File: src/rtl/shifter_pkg.sv
// Shared types for pipelined_shifter and its barrel stages.
// Optional carry-out feature is selected by PIPE_SHIFTER_CARRY_EN.
package shifter_pkg;

  localparam int MAX_W       = 64;
  localparam int MAX_SHAMT_W = 6;

  typedef enum logic [1:0] {
    OP_SLL = 2'b00,
    OP_SRL = 2'b01,
    OP_SRA = 2'b10,
    OP_ROR = 2'b11
  } shift_op_e;

  // Sized for the widest supported operand; modules use the low DATA_W bits.
  typedef struct packed {
    logic [MAX_W-1:0]       data;
    logic [MAX_SHAMT_W-1:0] shamt;
    shift_op_e              op;
    logic                   carry;
  } stage_pl_t;

  function automatic int levels_per_stage(
    input int shamt_w,
    input int stages
  );
    return (shamt_w + stages - 1) / stages;
  endfunction

endpackage

File: src/rtl/shift_stage.sv
// Combinational barrel levels LO..HI of one pipeline stage.
// Carry tracking is compiled in only with PIPE_SHIFTER_CARRY_EN.
module shift_stage
  import shifter_pkg::*;
#(
  parameter int DATA_W = 32,
  parameter int LO     = 0,
  parameter int HI     = 0
) (
  input  stage_pl_t i_pl,
  output stage_pl_t o_pl
);

  localparam int SHAMT_W = $clog2(DATA_W);

  logic [DATA_W-1:0] w_d;
  logic              w_c;

  always_comb begin
    w_d = i_pl.data[DATA_W-1:0];
    w_c = i_pl.carry;
    for (int k = 0; k < SHAMT_W; k++) begin
      if (k >= LO && k <= HI && i_pl.shamt[k]) begin
        // Last bit out of this level equals last bit out overall.
        unique case (i_pl.op)
          OP_SLL: begin
`ifdef PIPE_SHIFTER_CARRY_EN
            w_c = w_d[DATA_W-(1<<k)];
`endif
            w_d = w_d << (1 << k);
          end
          OP_SRL: begin
`ifdef PIPE_SHIFTER_CARRY_EN
            w_c = w_d[(1<<k)-1];
`endif
            w_d = w_d >> (1 << k);
          end
          OP_SRA: begin
`ifdef PIPE_SHIFTER_CARRY_EN
            w_c = w_d[(1<<k)-1];
`endif
            w_d = $signed(w_d) >>> (1 << k);
          end
          OP_ROR: begin
`ifdef PIPE_SHIFTER_CARRY_EN
            w_c = w_d[(1<<k)-1];
`endif
            w_d = (w_d >> (1 << k))
                | (w_d << (DATA_W - (1 << k)));
          end
          default: w_d = w_d;
        endcase
      end
    end
    o_pl                    = i_pl;
    o_pl.data               = '0;
    o_pl.data[DATA_W-1:0]   = w_d;
    o_pl.carry              = w_c;
  end

endmodule

File: src/rtl/pipelined_shifter.sv
// Pipelined barrel shifter (SLL/SRL/SRA/ROR) with valid/ready flow.
// Define PIPE_SHIFTER_CARRY_EN to add the out_carry port.
module pipelined_shifter
  import shifter_pkg::*;
#(
  parameter  int DATA_W      = 32,
  parameter  int PIPE_STAGES = 2,
  localparam int SHAMT_W     = $clog2(DATA_W)
) (
  input  logic               clk,
  input  logic               rst_n,
  input  logic               in_valid,
  output logic               in_ready,
  input  logic [DATA_W-1:0]  in_data,
  input  logic [SHAMT_W-1:0] in_shamt,
  input  logic [1:0]         in_op,
  output logic               out_valid,
  input  logic               out_ready,
`ifdef PIPE_SHIFTER_CARRY_EN
  output logic               out_carry,
`endif
  output logic [DATA_W-1:0]  out_data
);

  localparam int LPS  = levels_per_stage(SHAMT_W, PIPE_STAGES);
  localparam int LAST = PIPE_STAGES - 1;

  stage_pl_t              w_in_pl;
  stage_pl_t              w_nx [PIPE_STAGES];
  stage_pl_t              r_pl [PIPE_STAGES];
  logic [PIPE_STAGES-1:0] r_v;
  logic [PIPE_STAGES-1:0] w_adv;
  logic                   r_en;

  always_comb begin
    w_in_pl                     = '0;
    w_in_pl.data[DATA_W-1:0]    = in_data;
    w_in_pl.shamt[SHAMT_W-1:0]  = in_shamt;
    w_in_pl.op                  = shift_op_e'(in_op);
  end

  always_ff @(posedge clk or negedge rst_n) begin
    if (!rst_n) r_en <= 1'b0;
    else        r_en <= 1'b1;
  end

  for (genvar i = 0; i < PIPE_STAGES; i++) begin : g_stage
    localparam int LO = i * LPS;
    localparam int HI = (i + 1) * LPS - 1;

    stage_pl_t w_src;
    logic      w_src_v;

    // A stage moves if any register at or after it is empty.
    assign w_adv[i] = out_ready || !(&r_v[LAST:i]);

    if (i == 0) begin : g_head
      assign w_src   = w_in_pl;
      assign w_src_v = in_valid && r_en;
    end else begin : g_body
      assign w_src   = r_pl[i-1];
      assign w_src_v = r_v[i-1];
    end

    shift_stage #(
      .DATA_W(DATA_W),
      .LO    (LO),
      .HI    (HI)
    ) u_stage (
      .i_pl(w_src),
      .o_pl(w_nx[i])
    );

    always_ff @(posedge clk or negedge rst_n) begin
      if (!rst_n) begin
        r_v[i]  <= 1'b0;
        r_pl[i] <= '0;
      end else if (w_adv[i]) begin
        r_v[i] <= w_src_v;
        if (w_src_v) r_pl[i] <= w_nx[i];
      end
    end
  end

  assign in_ready  = r_en && w_adv[0];
  assign out_valid = r_v[LAST];
  assign out_data  = r_pl[LAST].data[DATA_W-1:0];
`ifdef PIPE_SHIFTER_CARRY_EN
  assign out_carry = r_pl[LAST].carry;
`endif

endmodule

File: config.mk
export PLATFORM = sky130hd
export DESIGN_NAME = pipelined_shifter
export DESIGN_NICKNAME = d
export VERILOG_FILES = /design/src/rtl/shifter_pkg.sv /design/src/rtl/shift_stage.sv /design/src/rtl/pipelined_shifter.sv
export SDC_FILE = /design/constraint.sdc
export NUM_CORES = 1
export LEC_CHECK = 0
export CORE_MARGIN = 4
export CORE_UTILIZATION = 31
export DETAILED_ROUTE_END_ITERATION = 8
export PLACE_DENSITY_LB_ADDON = 0.15
export SKIP_CTS_REPAIR_TIMING = 1
export SKIP_LAST_GASP = 1
export SLEW_MARGIN = 25
export SYNTH_ARGS = -nofsm -noshare
export SYNTH_HDL_FRONTEND = slang
export SYNTH_SLANG_ARGS = --single-unit
File: constraint.sdc
create_clock -name clk -period 3.2 [get_ports clk]
set_input_delay 0.64 -clock clk [delete_from_list [all_inputs] [get_ports clk]]
set_output_delay 0.64 -clock clk [all_outputs]
set_load 0.02 [all_outputs]
# Word level (Yosys, flattened, before mapping)
# Cells that the tools add are included.
# classes
n_shift	0
n_mul	0
n_lt_le_gt_ge	0
bitwise	5
n_reduce_logical	11
div	0
n_addsub	0
n_eq_ne	6
n_mux	10
# op_table
op	count
case mux 32 bit (4 select lines)	5
two-way mux 32 bit	5
bitwise OR 16 x 32 -> 32 bit	1
bitwise OR 24 x 32 -> 32 bit	1
bitwise OR 28 x 32 -> 32 bit	1
bitwise OR 30 x 32 -> 32 bit	1
bitwise OR 31 x 32 -> 32 bit	1
== test 2 bit (second input constant)	4
AND reduction 2 bit	3
== test 2 x 1 -> 1 bit (second input constant)	2
logical NOT 2 bit	2
logical AND 1 bit	2
logical NOT 1 bit	2
logical OR 1 bit	2
# totals
memories	0
latch_bits	0
regBits	74
ramBits	0
mem_bits_ro	0
elab_cells	39

# Longest topological paths before layout
# depth
ltp_word	9
ltp_mapped	9
mapped_depth_nobuf	5

# By module
# A second synthesis with hierarchy kept.
# hier_totals
cells_unflattened	958
hier_area_um2	9491.6
# modules_own_cells
module	seq_area_each_um2	instances	cells_per_inst	area_each_um2
pipelined_shifter	2702.6	1	234	4372.9
shift_stage (g_stage[0].u_stage)	0.0	1	468	3300.7
shift_stage (g_stage[1].u_stage)	0.0	1	256	1818.0

# Worst setup path before layout
# No wires, ideal clock.
# synth_path
path_type	input to register
startpoint	in in_shamt[0]
endpoint	reg r_pl (netlist bit g_stage[1].w_src[32])
setup_ns	0.125
arrival_ns	1.966
setup_slack_ns	1.109
stages	6
required_time_ns	3.075
cell_sequence	buf_6 > buf_6 > a211o_1 > and2_0 > mux4_2 > mux2_4
# synth_between
elab_chain_len	7
# synth_rtl
element	line	rtl
from (decl)	pipelined_shifter.sv:15	input logic [SHAMT_W-1:0] in_shamt,
two-way mux 32 bit *	shift_stage.sv:23	if (k >= LO && k <= HI && i_pl.shamt[k]) begin
bitwise OR 30 x 32 -> 32 bit	shift_stage.sv:49	| (w_d << (DATA_W - (1 << k)));
case mux 32 bit (4 select lines)	shift_stage.sv:25	unique case (i_pl.op)
two-way mux 32 bit *	shift_stage.sv:23	
bitwise OR 28 x 32 -> 32 bit	shift_stage.sv:49	
case mux 32 bit (4 select lines)	shift_stage.sv:25	
two-way mux 32 bit *	shift_stage.sv:23	
to (signal, indexed assignment)	pipelined_shifter.sv:80	if (w_src_v) r_pl[i] <= w_nx[i];
to (decl)	pipelined_shifter.sv:30	stage_pl_t r_pl [PIPE_STAGES];
# Every way passes the cells marked *; elsewhere a longest branch is shown, timed or not.
# A chain may end at the register's enable or synchronous reset.

# Worst setup path in the final report
# layout_path
startpoint	in in_shamt[2]
endpoint	reg r_pl (netlist bit g_stage[1].w_src[16])
# layout_between
elab_chain_len	1
# layout_rtl
element	line
two-way mux 32 bit	shift_stage.sv:23
# Every way passes these cells.

==> results.cfg <==
[worst_hold_path]
hold_class = primary input to async pin

[timing]
slew_viol_final = 0
setup-violations-final = 0
fmax_mhz = 366.0
hold_violations = 0
period_share = 0.8537
clock_skew_ns = 0.009789
worstMarginPinSlew_ns = 0.8543
setup_tns_ns = 0
rsz0062_at_grt = no
max-slew-margin-rel = 0.4158
holdWs_ns = 0.2637
fin_crit_ns = 2.732

[clock_network]
numClockSinks = 71
numCtsBuffers = 9
htreeDepth = 3
clock_latency_ns = 0.33
cts_tree = built
clock-root-buffer = clkbuf_16
clockBufferDepth = 2
clkTransAtPathRegs_ns = 0.06

[worst_setup_path]
cp_slowest_stage_delay_ns = 0.81
critPathKind = primary input to flip-flop
cp_data_required_time_ns = 3.45
critPathMaxFanout = 10
path_delay_family = compound AO/OA/AOI/OAI gates
cpMaxStageDelayCell = a2111oi_0
cp-end-kind = flip-flop
path_buf_inv = 2
critPathArrivalTime_ns = 2.98
crit_path_cell_trace = clkdlybuf4s50_1, nand2_1, a2111oi_0, buf_4, o32ai_1, a21oi_1
worstSetupStartpointType = primary input

[detailed_routing]
drt_iter0_drc = 859
drt-total-wl_um = 27830
detail_route.wl_per_cell_um = 22.27
vias = 7521
vias_per_cell = 6.017
drtPass1Iterations = 6
drcViolationCount = 0
ant_nets = 0

[global_routing]
grt_overflow = 0
grt_pass1_wl_um = 43260
grt_usage = 0.2234
grt_max_degree = 72
grt_pass1_vias = 7020
antenna_found_initial = 0

[cells_and_area]
nets = 1008
syn_to_final_growth_pct = 21.09
antenna_cells = 0
drive_gt1_frac = 0.1113

[die]
core_area_um2 = 21760
fp-row-count = 54
die_w_um = 156.6
fp.dieH_um = 156.6
ios = 77
die_area_um2 = 24520
initial_utilization = 0.3146

[logic_synthesis]
synth_top_area_share = 0.2596
synth-compound-area-share = 0.3352
yosys.cell_types.count = 75
yosys-top-cells-count = nand2_1, nor2_1, a21oi_1
synth_ff_type = dfrtp_1
ys_seq_area_frac = 0.2596
avgSynthCellArea_um2 = 7.498
postSynthNetCount = 956
synthAdderAreaFrac = 0
synth_top_family_by_area = compound AO/OA/AOI/OAI gates
synthXorXnorAreaFrac = 0
synth_area_leaders = dfrtp_1, nand2_1, a21oi_1, nor2_1, o21ai_0
synth_seq_cells = 71
ys_warn_count = 0
syn_inst = 913
ys_async_sr_fraction = 1.000
synth_most_common_cell = nand2_1
synth_top_area_cell = dfrtp_1
synth_edf_count = 0
synth-simple-area-share = 0.2352
synth_mux_area_frac = 0.09742
syn_area_um2 = 6845

[status]
status = completed

[job]
maxCapViolCount = 0

[placement]
gp_congestion = 0.9918
hpwl_um = 21070
port_buffers = 76

[pwr]
cellPowerDensity_nw_per_um2 = 513.6
peakVddDrop_mv = 0.2388
p_leak_nw = 3.287
## registers in the layout, summed over array words and instances (netlist names)
name,count
out_data,32
g_stage.w_src,36
out_valid,1
g_stage.w_src_v,1
r_en,1
## power breakdown
group | switching (mW) | internal (mW)
combinational | 1.07 | 0.806
clock | 0.386 | 0.601
sequential | 0.260 | 1.13
total | 1.72 | 2.54
## logic make-up (layout without fill, tap and decap cells)
| family | count (synthesis) | after routing |
|---|---|---|
| AOI/OAI and AO/OA | 338 | 338 |
| buffers and inverters | 101 | 158 |
| DFF | 71 | 71 |
| muxes | 51 | 51 |
| other | 1 | 1 |
| and+or+nand+nor | 351 | 351 |
## layout by cell type (no fill, tap or decap), drive strengths merged, types with 6 or more instances in the layout
| cell | synthesis | layout |
|---|---|---|
| o22a | 6 | 6 |
| a31oi | 42 | 42 |
| nand3 | 23 | 23 |
| a221oi | 12 | 12 |
| a21oi | 74 | 74 |
| or3b | 13 | 13 |
| buf | 49 | 60 |
| a311oi | 21 | 21 |
| and2 | 10 | 10 |
| clkbuf | 43 | 10 |
| clkdlybuf4s50 | 0 | 73 |
| a221o | 9 | 9 |
| nand2b | 21 | 21 |
| mux2i | 28 | 28 |
| inv | 9 | 9 |
| nor2b | 12 | 12 |
| a22oi | 9 | 9 |
| o22ai | 10 | 10 |
| o21ai | 65 | 65 |
| nor2 | 86 | 86 |
| nand2 | 160 | 160 |
| o211ai | 12 | 12 |
| mux4 | 11 | 11 |
| o31ai | 8 | 8 |
| dfrtp | 71 | 71 |
| a211oi | 14 | 14 |
| mux2 | 12 | 12 |
## worst paths after layout
path | startpoint | end | slack [ns] | depth (start not counted)
setup / recovery | in_shamt[2] | g_stage[1].w_src[16] | 0.47 | 6
hold / removal | rst_n | out_data[31] | 0.26 | 1
setup reg to reg | g_stage[1].w_src[1] | out_data[28] | 1.16 | 7
hold reg to reg | out_data[17] | out_data[17] | 0.47 | 2
max in group asynchronous | rst_n | g_stage[1].w_src[35] | 2.38 | 2
min in group clk | out_data[17] | out_data[17] | 0.47 | 2
## layer usage
layer / track usage / wire length, um / vias to the layer above
li1: - / - / 3514
met5: 0 / 0 / -
met3: 0.02600 / 1850 / 61
met4: 0.07686 / 984 / 0
met1: 0.3232 / 12510 / 3540
met2: 0.3455 / 12490 / 406
## metrics by stage
| stage | power [mW] | area [um^2] | setup slack, ns | instances | utilization |
|---|---|---|---|---|---|
| 2_1_floorplan | 2.448 | 6845 | 1.109 | 913 | - |
| 3_3_place_gp | 3.285 | 7979 | 0.1594 | 1233 | 0.3667 |
| 3_5_place_dp | 3.280 | 7979 | 0.2621 | 1233 | 0.3667 |
| 4_1_cts | 4.280 | 8269 | 0.5428 | 1249 | 0.3801 |
| 5_1_grt | 4.527 | 8289 | 0.4593 | 1250 | 0.3810 |
| 6_report | 4.257 | 8289 | 0.4680 | 1250 | 0.3810 |
## final cells by class
type / instances / area, um^2
clock buffers: 10 / 229.0
clock inverters: 6 / 61.31
fillers: 2341 / 13470
inverters: 9 / 33.78
multi-input cells: 741 / 4583
flip-flops and latches: 71 / 1778
well taps: 280 / 350.3
repair buffers: 133 / 1254
(Power assumes the default switching activity.)
